--- config.mk ---
export PLATFORM = sky130hd
export DESIGN_NAME = tt_um_ha_seq_ctrl
export DESIGN_NICKNAME = d
export VERILOG_FILES = /design/src/rtl/tt_um_ha_seq_ctrl.sv
export SDC_FILE = /design/constraint.sdc
export NUM_CORES = 1
export LEC_CHECK = 0
export CORE_UTILIZATION = 42
export CTS_CLUSTER_DIAMETER = 30
export DETAILED_ROUTE_END_ITERATION = 12
export PLACE_DENSITY = 0.7
export SYNTH_ARGS = -nofsm -noshare
export SYNTH_HDL_FRONTEND = slang
export SYNTH_SLANG_ARGS = --single-unit
--- constraint.sdc ---
create_clock -name clk -period 2.4 [get_ports clk]
set_input_delay 0.24 -clock clk [delete_from_list [all_inputs] [get_ports clk]]
set_output_delay 0.24 -clock clk [all_outputs]
set_load 0.02 [all_outputs]
--- src/rtl/tt_um_ha_seq_ctrl.sv ---
// Sequencing controller: performs 4-bit A+B+cin through one time-shared half-adder cell.
// Optional running accumulation is enabled by defining SERIAL_HA_ACCUM_EN.

module ha_cell (
  input  logic x_i,
  input  logic y_i,
  output logic s_o,
  output logic c_o
);
  assign s_o = x_i ^ y_i;
  assign c_o = x_i & y_i;
endmodule

module tt_um_ha_seq_ctrl (
  input  logic [7:0] ui_in,
  output logic [7:0] uo_out,
  input  logic [7:0] uio_in,
  output logic [7:0] uio_out,
  output logic [7:0] uio_oe,
  input  logic       ena,
  input  logic       clk,
  input  logic       rst_n
);
  localparam int unsigned WIDTH = 4;
  localparam int unsigned IDXW  = 2;
  localparam logic [IDXW-1:0] LAST_IDX = IDXW'(WIDTH - 1);

  typedef enum logic [1:0] {ST_IDLE, ST_RUN, ST_DONE} state_e;

  state_e             state_q, state_d;
  logic [WIDTH-1:0]   a_q, a_d, b_q, b_d;
  logic [WIDTH-1:0]   wsum_q, wsum_d, sum_q, sum_d;
  logic [IDXW-1:0]    idx_q, idx_d;
  logic               phase_q, phase_d;
  logic               carry_q, carry_d;
  logic               s1_q, s1_d, c1_q, c1_d;
  logic               cout_q, cout_d;
  logic               busy_q, busy_d, done_q, done_d;

  logic               start, clear;
  logic [WIDTH-1:0]   a_sel;
  logic               ha_x, ha_y, ha_s, ha_c;
  logic               unused_bits;

  assign start = uio_in[0];
  assign clear = uio_in[1];

`ifdef SERIAL_HA_ACCUM_EN
  assign a_sel       = uio_in[2] ? sum_q : ui_in[WIDTH-1:0];
  assign unused_bits = ^uio_in[7:4];
`else
  assign a_sel       = ui_in[WIDTH-1:0];
  assign unused_bits = ^{uio_in[7:4], uio_in[2]};
`endif

  // Phase 0 adds the operand bits, phase 1 folds in the running carry.
  assign ha_x = phase_q ? s1_q    : a_q[idx_q];
  assign ha_y = phase_q ? carry_q : b_q[idx_q];

  ha_cell u_ha (
    .x_i (ha_x),
    .y_i (ha_y),
    .s_o (ha_s),
    .c_o (ha_c)
  );

  always_ff @(posedge clk or negedge rst_n) begin
    if (!rst_n) begin
      state_q <= ST_IDLE;
      a_q     <= '0;
      b_q     <= '0;
      wsum_q  <= '0;
      sum_q   <= '0;
      idx_q   <= '0;
      phase_q <= 1'b0;
      carry_q <= 1'b0;
      s1_q    <= 1'b0;
      c1_q    <= 1'b0;
      cout_q  <= 1'b0;
      busy_q  <= 1'b0;
      done_q  <= 1'b0;
    end else begin
      state_q <= state_d;
      a_q     <= a_d;
      b_q     <= b_d;
      wsum_q  <= wsum_d;
      sum_q   <= sum_d;
      idx_q   <= idx_d;
      phase_q <= phase_d;
      carry_q <= carry_d;
      s1_q    <= s1_d;
      c1_q    <= c1_d;
      cout_q  <= cout_d;
      busy_q  <= busy_d;
      done_q  <= done_d;
    end
  end

  always_comb begin
    state_d = state_q;
    a_d     = a_q;
    b_d     = b_q;
    wsum_d  = wsum_q;
    sum_d   = sum_q;
    idx_d   = idx_q;
    phase_d = phase_q;
    carry_d = carry_q;
    s1_d    = s1_q;
    c1_d    = c1_q;
    cout_d  = cout_q;
    busy_d  = busy_q;
    done_d  = done_q;

    if (ena) begin
      if (clear) begin
        state_d = ST_IDLE;
        a_d     = '0;
        b_d     = '0;
        wsum_d  = '0;
        sum_d   = '0;
        idx_d   = '0;
        phase_d = 1'b0;
        carry_d = 1'b0;
        s1_d    = 1'b0;
        c1_d    = 1'b0;
        cout_d  = 1'b0;
        busy_d  = 1'b0;
        done_d  = 1'b0;
      end else begin
        case (state_q)
          ST_IDLE: begin
            if (start) begin
              a_d     = a_sel;
              b_d     = ui_in[7:4];
              carry_d = uio_in[3];
              wsum_d  = '0;
              idx_d   = '0;
              phase_d = 1'b0;
              busy_d  = 1'b1;
              state_d = ST_RUN;
            end
          end
          ST_RUN: begin
            if (!phase_q) begin
              s1_d    = ha_s;
              c1_d    = ha_c;
              phase_d = 1'b1;
            end else begin
              wsum_d[idx_q] = ha_s;
              carry_d       = c1_q | ha_c;
              phase_d       = 1'b0;
              idx_d         = idx_q + IDXW'(1);
              if (idx_q == LAST_IDX) begin
                sum_d   = wsum_d;
                cout_d  = c1_q | ha_c;
                busy_d  = 1'b0;
                done_d  = 1'b1;
                state_d = ST_DONE;
              end
            end
          end
          ST_DONE: begin
            // A held start must drop before the next launch.
            if (!start) begin
              done_d  = 1'b0;
              state_d = ST_IDLE;
            end
          end
          default: state_d = ST_IDLE;
        endcase
      end
    end
  end

  assign uo_out  = {1'b0, done_q, busy_q, cout_q, sum_q};
  assign uio_out = '0;
  assign uio_oe  = '0;

endmodule
After elaboration in Yosys (flattened, before gate mapping)
Index checks and enable logic that the tools add are counted.

storage, ports and cells
  logic and storage cells = 105
  input port bits = 19
  latch bits = 0
  memory bits (read-only) = 0
  bits in registers = 27
  memories kept = 0
  RAM bits = 0

operators by class
  muxes and demuxes = 61
  shift operators = 0
  divide/modulo/power cells = 0
  eq/ne operators = 8
  bitwise gates (word level) = 3
  order comparisons = 2
  reductions and logical operators = 17
  $mul = 0
  $add $sub $neg = 1

operators with widths
  kind                                                  count
  2-to-1 mux 4 bit                                      13
  2-to-1 mux 1 bit                                      29
  2-to-1 mux 2 bit                                      8
  AND reduction 5 bit                                   3
  inequality test 3 bit (second input constant)         4
  nonzero test 2 bit                                    5
  AND reduction 3 bit                                   3
  one-hot mux 1 bit (2 select lines)                    4
  one-hot mux 4 bit (2 select lines)                    1
  AND reduction 4 bit                                   2
  one-hot mux 2 bit (3 select lines)                    1
  nonzero test 3 bit                                    2
  binary-select mux 1 bit (select 2 bit)                2
  bitwise mux 4 bit                                     1
  == test 2 bit (second input constant)                 2
  one-hot mux 2 bit (2 select lines)                    1
  < comparator 2 x 3 -> 1 bit (second input constant)   1
  adder 2 x 1 -> 2 bit (second input constant)          1
  demux 1 bit (select 2 bit)                            1
  == test 2 x 1 -> 1 bit (second input constant)        1
  >= comparator 2 x 1 -> 1 bit (second input constant)  1
  zero test 2 bit                                       1
  inequality test 2 bit (second input constant)         1
  bitwise AND 1 bit                                     1
  3 further kinds                                       3

Depth between registers and ports, before layout
Gate-level depths: netlist of run 1.

  depth in word-level cells = 9
  gate-level depth with buffers = 8

Hierarchy
A second synthesis of run 1 with hierarchy kept.

second synthesis, totals
  cell total of the unflattened synthesis = 157
  area total of the unflattened synthesis = 1646.6 sq um

by module, submodules not included
  module             times used  cells each  area an instance (sq um)
  tt_um_ha_seq_ctrl  1           156         1634.1
  ha_cell            1           1           12.5

Worst setup path after synthesis of run 1
No wires, ideal clock.

  path type = register to register
  from = reg idx_q[0]
  to = reg carry_q
  library setup time = 0.125 ns
  stages on the path, launching flop included = 8
  path slack = 0.356 ns
  path buffers = 0
  clock period less this slack = 2.044 ns
  data arrival time = 1.919 ns
  cell sequence = dfrtp_1 -> mux4_2 -> nand2_1 -> o21ai_1 -> ha_1 -> nor4b_1 -> a211oi_1 -> mux2_4

between the ends
  cells in the longest elaborated chain, start to end = 8
  elaborated cells on any way between the ends = 11
  classes of those cells = 9 x mux; 2 x bitwise

ends and longest elaborated chain
  item                                                       line    RTL
  start: declaration                                         33      logic [IDXW-1:0] idx_q, idx_d;
  start signal: assignment                                   88      idx_q <= idx_d;
  binary-select mux 1 bit (select 2 bit) (on tied branches)  57, 58
  2-to-1 mux 1 bit (on tied branches) (2 in a row)           57, 58
  bitwise AND 1 bit *                                        11      assign c_o = x_i & y_i;
  OR 1 bit *                                                 150     carry_d = c1_q | ha_c;
  2-to-1 mux 1 bit *                                         144     if (!phase_q) begin
  one-hot mux 1 bit (2 select lines) *                       130     case (state_q)
  2-to-1 mux 1 bit *                                         115     if (clear) begin
  end signal: assignment                                     90      carry_q <= carry_d;
  end: declaration                                           35      logic carry_q, carry_d;

Every way passes the cells marked *; elsewhere a longest branch is shown, timed or not. The select of a mux whose other input is x is not followed.
A chain may end at the register's enable or synchronous reset.

Worst setup path in the final report of run 1
  from = reg idx_q[0]
  to = reg wsum_q[2]

between the ends
  cells in the longest elaborated chain, start to end = 8
  elaborated cells on any way between the ends = 16
  classes of those cells = 2 x order compare; 12 x mux; 1 x bitwise; 1 x reduce/logical

ends and longest elaborated chain
  item                                                                       line         RTL
  < comparator 2 x 3 -> 1 bit (implied by the code) (tied with other cells)  149          wsum_d[idx_q] = ha_s;
  logical AND 1 bit (implied by the code) (tied with other cells)            149
  2-to-1 mux 1 bit (on tied branches)                                        149, 57, 58
  demux 1 bit (select 2 bit) / bitwise XOR 1 bit (equally long branches)     149, 10
  bitwise mux 4 bit *                                                        149
  2-to-1 mux 4 bit *                                                         144
  one-hot mux 4 bit (2 select lines) *                                       130
  2-to-1 mux 4 bit *                                                         115
  end signal: assignment                                                     86           wsum_q <= wsum_d;
  end: declaration                                                           32           logic [WIDTH-1:0] wsum_q, wsum_d, sum_q, sum_d;

Marked as above.

==> results of run 1 <==
## metal layers
| layer | vias up | routed length [um] | GRT usage [%] |
|---|---|---|---|
| li1 | 545 | - | - |
| met1 | 558 | 1378 | 20.13 |
| met2 | 32 | 1364 | 26.82 |
| met3 | 3 | 123 | 4.225 |
| met4 | 0 | 23 | 3.333 |
| met5 | - | 0 | 0 |
## power breakdown
part	internal, mW	switching (mW)
registers	0.491	0.0513
logic	0.152	0.157
clock network	0.147	0.138
total	0.790	0.346
## state kept, by name, indices dropped and copies added (netlist names), 2 cells and up
register / count
a_q: 4
wsum_q: 3
sum_q: 4
state_q: 2
idx_q: 2
b_q: 4
## cell families (layout without fill, tap and decap cells)
logic type                 Yosys count  after routing  synth area share [%]
AOI/OAI and AO/OA                   28             28                 13.10
adders and majority gates            5              5                 3.785
buffers and inverters               36             37                 13.85
DFF                                 26             26                 39.36
muxes                               17             17                 13.32
other                                1             17                0.2269
and+or+nand+nor                     46             46                 16.35
## area by class of cell
type | instances | area [um^2] | area share (%)
multi-input cells | 113 | 833.3 | 44.64
inverters | 8 | 30.03 | 1.609
clock buffers | 4 | 55.05 | 2.949
flip-flops and latches | 26 | 650.6 | 34.85
repair buffers | 25 | 237.7 | 12.73
well taps | 48 | 60.06 | 3.217
## worst min path at each step
| stage | from | depth (start not counted) | end |
|---|---|---|---|
| floorplan | rst_n | 0 | a_q[0]$_DFFE_PN0P_ |
| global placement | b_q[0]$_DFFE_PN0P_ | 1 | b_q[0]$_DFFE_PN0P_ |
| detailed placement | sum_q[1]$_DFFE_PN0P_ | 1 | sum_q[1]$_DFFE_PN0P_ |
| CTS | rst_n | 2 | sum_q[0]$_DFFE_PN0P_ |
| global route | rst_n | 2 | sum_q[0]$_DFFE_PN0P_ |
| finish | rst_n | 2 | sum_q[0]$_DFFE_PN0P_ |
## critical path, delay by kind of cell, from the launching register on
kind	cells	cell delay, ps
compound gates	2	370
fa+ha+maj	1	370
flops	1	510
mux	1	560
simple gates	2	300
## metrics by stage
step	setup slack (ps)	cell area (um^2)
2_1_floorplan	356.5	1713
3_3_place_gp	159.9	1812
3_5_place_dp	165.7	1812
4_1_cts	161.1	1867
5_1_grt	38.93	1867
6_report	179.4	1867
## layout by cell type (no fill, tap or decap), types with 2 or more instances in the layout
cell type	Yosys	final
a21oi_1	5	5
a221o_1	3	3
a22oi_1	2	2
and3_1	2	2
buf_4	20	5
clkbuf_8	0	4
clkdlybuf4s50_1	0	20
conb_1	1	17
dfrtp_1	26	26
ha_1	5	5
inv_1	8	8
mux2_1	12	12
mux2_4	2	2
mux4_2	2	2
nand2_1	8	8
nand2b_1	8	8
nand3_1	2	2
nor2_1	8	8
nor2b_1	9	9
nor3b_1	2	2
o21a_1	3	3
o21ai_0	2	2
o22ai_1	4	4
or3b_1	2	2
==> results.txt, run 1 <==
dominant synthesized flop cell -> dfrtp_1
Tmin final -> 2221 ps
Tot Pwr -> 1.136 mW
Util after Layout -> 50.24%
Critical Path Source Type -> flop
largest net degree at the start of global routing -> 27
# H-tree levels -> 1
register area share after synthesis -> 39.36%
Port Buffer Count -> 20
DR pass1 iterations -> 4
setup bufs post-CTS -> 0
clock slew at reported path FFs -> 90 ps
total number of vias -> 1138
Total Routing Usage GR -> 15.87%
largest stage delay on the critical path -> 560 ps
CP required -> 2560 ps
wire per inst -> 12.90 um
flops & latches, synth -> 26
Synth area leader -> dfrtp_1
CP Launch Point -> idx_q[0]$_DFFE_PN0P_
most frequent cell after synthesis -> dfrtp_1
initial antenna violation count -> 0
Synth area leaders -> dfrtp_1 (39%), buf_4 (9.1%), mux2_1 (8.2%), ha_1 (3.8%), nor2b_1 (3.4%)
r2r setup slk -> 180 ps
Max Slew Vio Count -> 0
PD cells -> 608.7 mW/mm^2
global-route wire length before repair -> 5195 um
die area -> 0.004190 mm^2
final wirelength -> 2889 um
EDFF count, synth -> 0
outcome -> finished clean
Worst VDD drop -> 0.0003089 V
row count -> 22
max_cap viols -> 0
Root Buffer -> clkbuf_8
vias in the first global route -> 1119
crit-path cells -> mux4_2 > nand2_1 > o21ai_1 > ha_1 > and3_1 > a221o_1
Pleak -> 0.8473 nW
CP max FO -> 7
Final Non-Filler Cells -> 224
RR Endpoint -> wsum_q[2]$_DFFE_PN0P_
detailed placer's ending HPWL -> 2156 um
R2R Path Start -> idx_q[0]$_DFFE_PN0P_
die height -> 64.73 um
mapped cell area -> 0.001653 mm^2
Final Hold Fails -> 0
Synth-to-Final Area Change -> 12.94%
layout cells sized above 1 -> 9.091%
Setup TNS -> 0 ps
Starting DRT DRC Count -> 49
dpl cells -> 220
Async SR Flop Fraction -> 100.0%
DIE WIDTH -> 64.73 um
CP endpoint -> wsum_q[2]$_DFFE_PN0P_
Synth Instances -> 159
Hold-fix buffers, CTS -> 0
Ports -> 43
routability congestion estimate -> 0.7933
final worst-path cycle share -> 92.53%
CTS sink cnt -> 26
Max Buffers Root-to-Sink -> 2
post-route ant nets -> 0
clock tree from TritonCTS -> built
initial cell density of the core -> 44.48%
Total Nets Final -> 201
PostCTS Resize Cnt -> 0
final-layout fill cell count -> 365
Core Region -> 0.003716 mm^2
# diodes -> 0
Worst Reg-to-Reg Cells -> 6
GR Overflow Total -> 0
crit path DAT -> 2380 ps
DRC Markers -> 0
RSZ-0062 raised after global routing -> false
yosys synthesis warning count -> 0
Synth cell types -> 40
CP endpoint kind -> flop
HP Class -> in2async
final setup violation count -> 0
post-synth top area share -> 39.36%
Max stage delay cell, worst path -> mux4_2
Via density -> 5.080
Mapped Avg Cell Area -> 10.40 um^2
clock skew -> 3.773 ps
commonest cells in the netlist -> dfrtp_1 (26), buf_4 (20), mux2_1 (12)
Hold Slack -> 331.8 ps
WS Path Type -> reg2reg
fmax -> 450.3 MHz
CTS Buf Count -> 3
worst skew pair latency -> 270 ps
Note: power is estimated with default switching activity, not from simulation.
==> run 2, diff against run 1 <==
--- a/config.mk
+++ b/config.mk
@@ -8,2 +8,3 @@
 export CORE_UTILIZATION = 42
+export CTS_BUF_LIST = sky130_fd_sc_hd__clkbuf_4 sky130_fd_sc_hd__clkbuf_8
 export CTS_CLUSTER_DIAMETER = 30
--- a/constraint.sdc
+++ b/constraint.sdc
@@ -3,2 +3,2 @@
 set_output_delay 0.24 -clock clk [all_outputs]
-set_load 0.02 [all_outputs]
+set_load 0.005 [all_outputs]
==> results of run 2 <==
The final DEF is identical to that of run 1. Status: finished clean.
Among the figures that moved: total power 1.136 mW -> 1.103 mW
==> run 3, diff against run 2 <==
Settings changed: ABC_AREA set to 0, REMOVE_ABC_BUFFERS set to 1.
==> results.txt, run 3 (same netlist as run 1, synthesis figures left out) <==
Max Buffers Root-to-Sink -> 2 (unchanged)
initial antenna violation count -> 0 (unchanged)
PD cells -> 593.4 mW/mm^2
clock slew at reported path FFs -> 90 ps (about the same)
# H-tree levels -> 1 (unchanged)
R2R Path Start -> idx_q[0]$_DFFE_PN0P_
RR Endpoint -> carry_q$_DFFE_PN0P_
largest net degree at the start of global routing -> 27 (unchanged)
Max Slew Vio Count -> 0 (unchanged)
CP max FO -> 7 (unchanged)
Hold-fix buffers, CTS -> 0 (unchanged)
GR Overflow Total -> 0 (unchanged)
slew margin rel. -> 64.33%
final-layout fill cell count -> 365 (unchanged)
global-route wire length before repair -> 5002 um (-3.7%)
Final Non-Filler Cells -> 223 (-0.45%)
DR pass1 iterations -> 4 (unchanged)
clock skew -> 2.736 ps (-1.037 ps)
DRC Markers -> 0 (unchanged)
final setup margin -> 229.4 ps (+50.02 ps)
final setup violation count -> 0 (unchanged)
dpl cells -> 219 (-0.45%)
post-route ant nets -> 0 (unchanged)
largest stage delay on the critical path -> 530 ps (-30 ps)
footprint of the multi-input gates -> 833.3 um^2 (unchanged)
Tot Pwr -> 1.104 mW
largest registers -> a_q x4, b_q x4, sum_q x4
layout cells sized above 1 -> 9.143% (+0.052 points)
Worst Reg-to-Reg Cells -> 7 (+1)
WS Path Type -> reg2reg
Tmin final -> 2171 ps (-50.02 ps)
final wirelength -> 2940 um (+1.8%)
HP Class -> in2async
max_cap viols -> 0 (unchanged)
DIE WIDTH -> 64.73 um (unchanged)
CP endpoint kind -> flop
Max stage delay cell, worst path -> mux4_2
routability congestion estimate -> 0.8306 (+4.7%)
detailed placer's ending HPWL -> 2131 um (-1.2%)
wire per inst -> 13.18 um (+2.2%)
r2r setup slk -> 230 ps (+50 ps)
Final Hold Fails -> 0 (unchanged)
fmax -> 460.7 MHz (+2.3%)
setup bufs post-CTS -> 0 (unchanged)
final worst-path cycle share -> 90.44% (-2.1 points)
crit-path cells -> mux4_2 > nand2_1 > o21ai_1 > ha_1 > nor4b_1 > a211oi_1 > mux2_4
Pleak -> 0.8410 nW (-0.75%)
Setup TNS -> 0 ps (unchanged)
Port Buffer Count -> 20 (unchanged)
Total Routing Usage GR -> 15.57% (-0.30 points)
Via density -> 5.049 (-0.61%)
Util after Layout -> 50.07% (-0.17 points)
initial cell density of the core -> 44.48% (unchanged)
worst skew pair latency -> 270 ps (about the same)
CP required -> 2560 ps (about the same)
Worst VDD drop -> 0.0001950 V
crit path DAT -> 2330 ps (-50 ps)
pre-CTS WS -> 171.5 ps (+5.714 ps)
Starting DRT DRC Count -> 64 (+31%)
Ports -> 43 (unchanged)
Critical Path Source Type -> flop
die area -> 0.004190 mm^2 (unchanged)
CTS sink cnt -> 26 (unchanged)
most frequent cells in the layout -> dfrtp_1 (25), clkdlybuf4s50_1 (20), conb_1 (17)
Least-Margin Pin Slew -> 533.4 ps
PostCTS Resize Cnt -> 0 (unchanged)
CTS Buf Count -> 3 (unchanged)
Core Region -> 0.003716 mm^2 (unchanged)
die height -> 64.73 um (unchanged)
RSZ-0062 raised after global routing -> false
Synth-to-Final Area Change -> 12.57%
Largest delay share family, worst path -> multiplexers
Root Buffer -> clkbuf_8
# diodes -> 0 (unchanged)
most common cell after layout, fill and taps aside -> dfrtp_1
worst path bufs/invs -> 0 (unchanged)
outcome -> finished clean
row count -> 22 (unchanged)
total number of vias -> 1126 (-1.1%)
Seq. cell area -> 651.9 um^2 (+0.19%)
vias in the first global route -> 1133 (+1.3%)
Total Nets Final -> 200 (-0.50%)
clock tree from TritonCTS -> built
==> run 3: cell types whose count changed in the layout (fill, tap and decap cells not counted) <==
cell / change
dfrtp_1: -1
buf_4: -1
dfrtp_2: +1
==> run 3: layer usage <==
metal | up-vias | share of wire [%] | GRT usage, %
li1 | 545 | - | -
met1 | 537 | 47 | 19.60
met2 | 40 | 48 | 25.52
met3 | 4 | 4.3 | 2.993
met4 | 0 | 1.1 | 7.222
met5 | - | 0 | 0
==> run 3: final cells by class <==
type / count / share of cell area, %
inverter: 8 / 1.614
multi-input combinational: 113 / 44.79
sequential: 26 / 35.04
tap: 48 / 3.228
timing repair buffer: 24 / 12.37
clock buffer: 4 / 2.959
==> run 3: through the flow <==
stage / hold WS (ps) / cell area, um^2
floorplan: -55.59 / 1514
global placement: 464.9 / 1804
detailed placement: 474.0 / 1804
CTS: 343.7 / 1859
global route: 361.0 / 1861
finish: 328.7 / 1861
==> run 3: worst max path at each step <==
stage,from,end,depth (start not counted)
final,idx_q[0]$_DFFE_PN0P_,carry_q$_DFFE_PN0P_,7
after global routing,idx_q[0]$_DFFE_PN0P_,carry_q$_DFFE_PN0P_,7
after CTS,idx_q[0]$_DFFE_PN0P_,carry_q$_DFFE_PN0P_,7
after detailed placement,idx_q[0]$_DFFE_PN0P_,carry_q$_DFFE_PN0P_,7
after global placement,idx_q[0]$_DFFE_PN0P_,carry_q$_DFFE_PN0P_,7
after floorplan,idx_q[0]$_DFFE_PN0P_,carry_q$_DFFE_PN0P_,7
==> run 3: power breakdown <==
part           switching [mW]  internal, mW
clock network           0.141         0.147
registers              0.0505         0.491
logic                   0.124         0.151
total                   0.315         0.789
==> run 3: worst register-to-register path, cell delays in order, from the launching register on <==
cell	delay (ps)
dfrtp_2	460
mux4_2	530
nand2_1	80
o21ai_1	60
ha_1	230
nor4b_1	320
a211oi_1	100
mux2_4	280
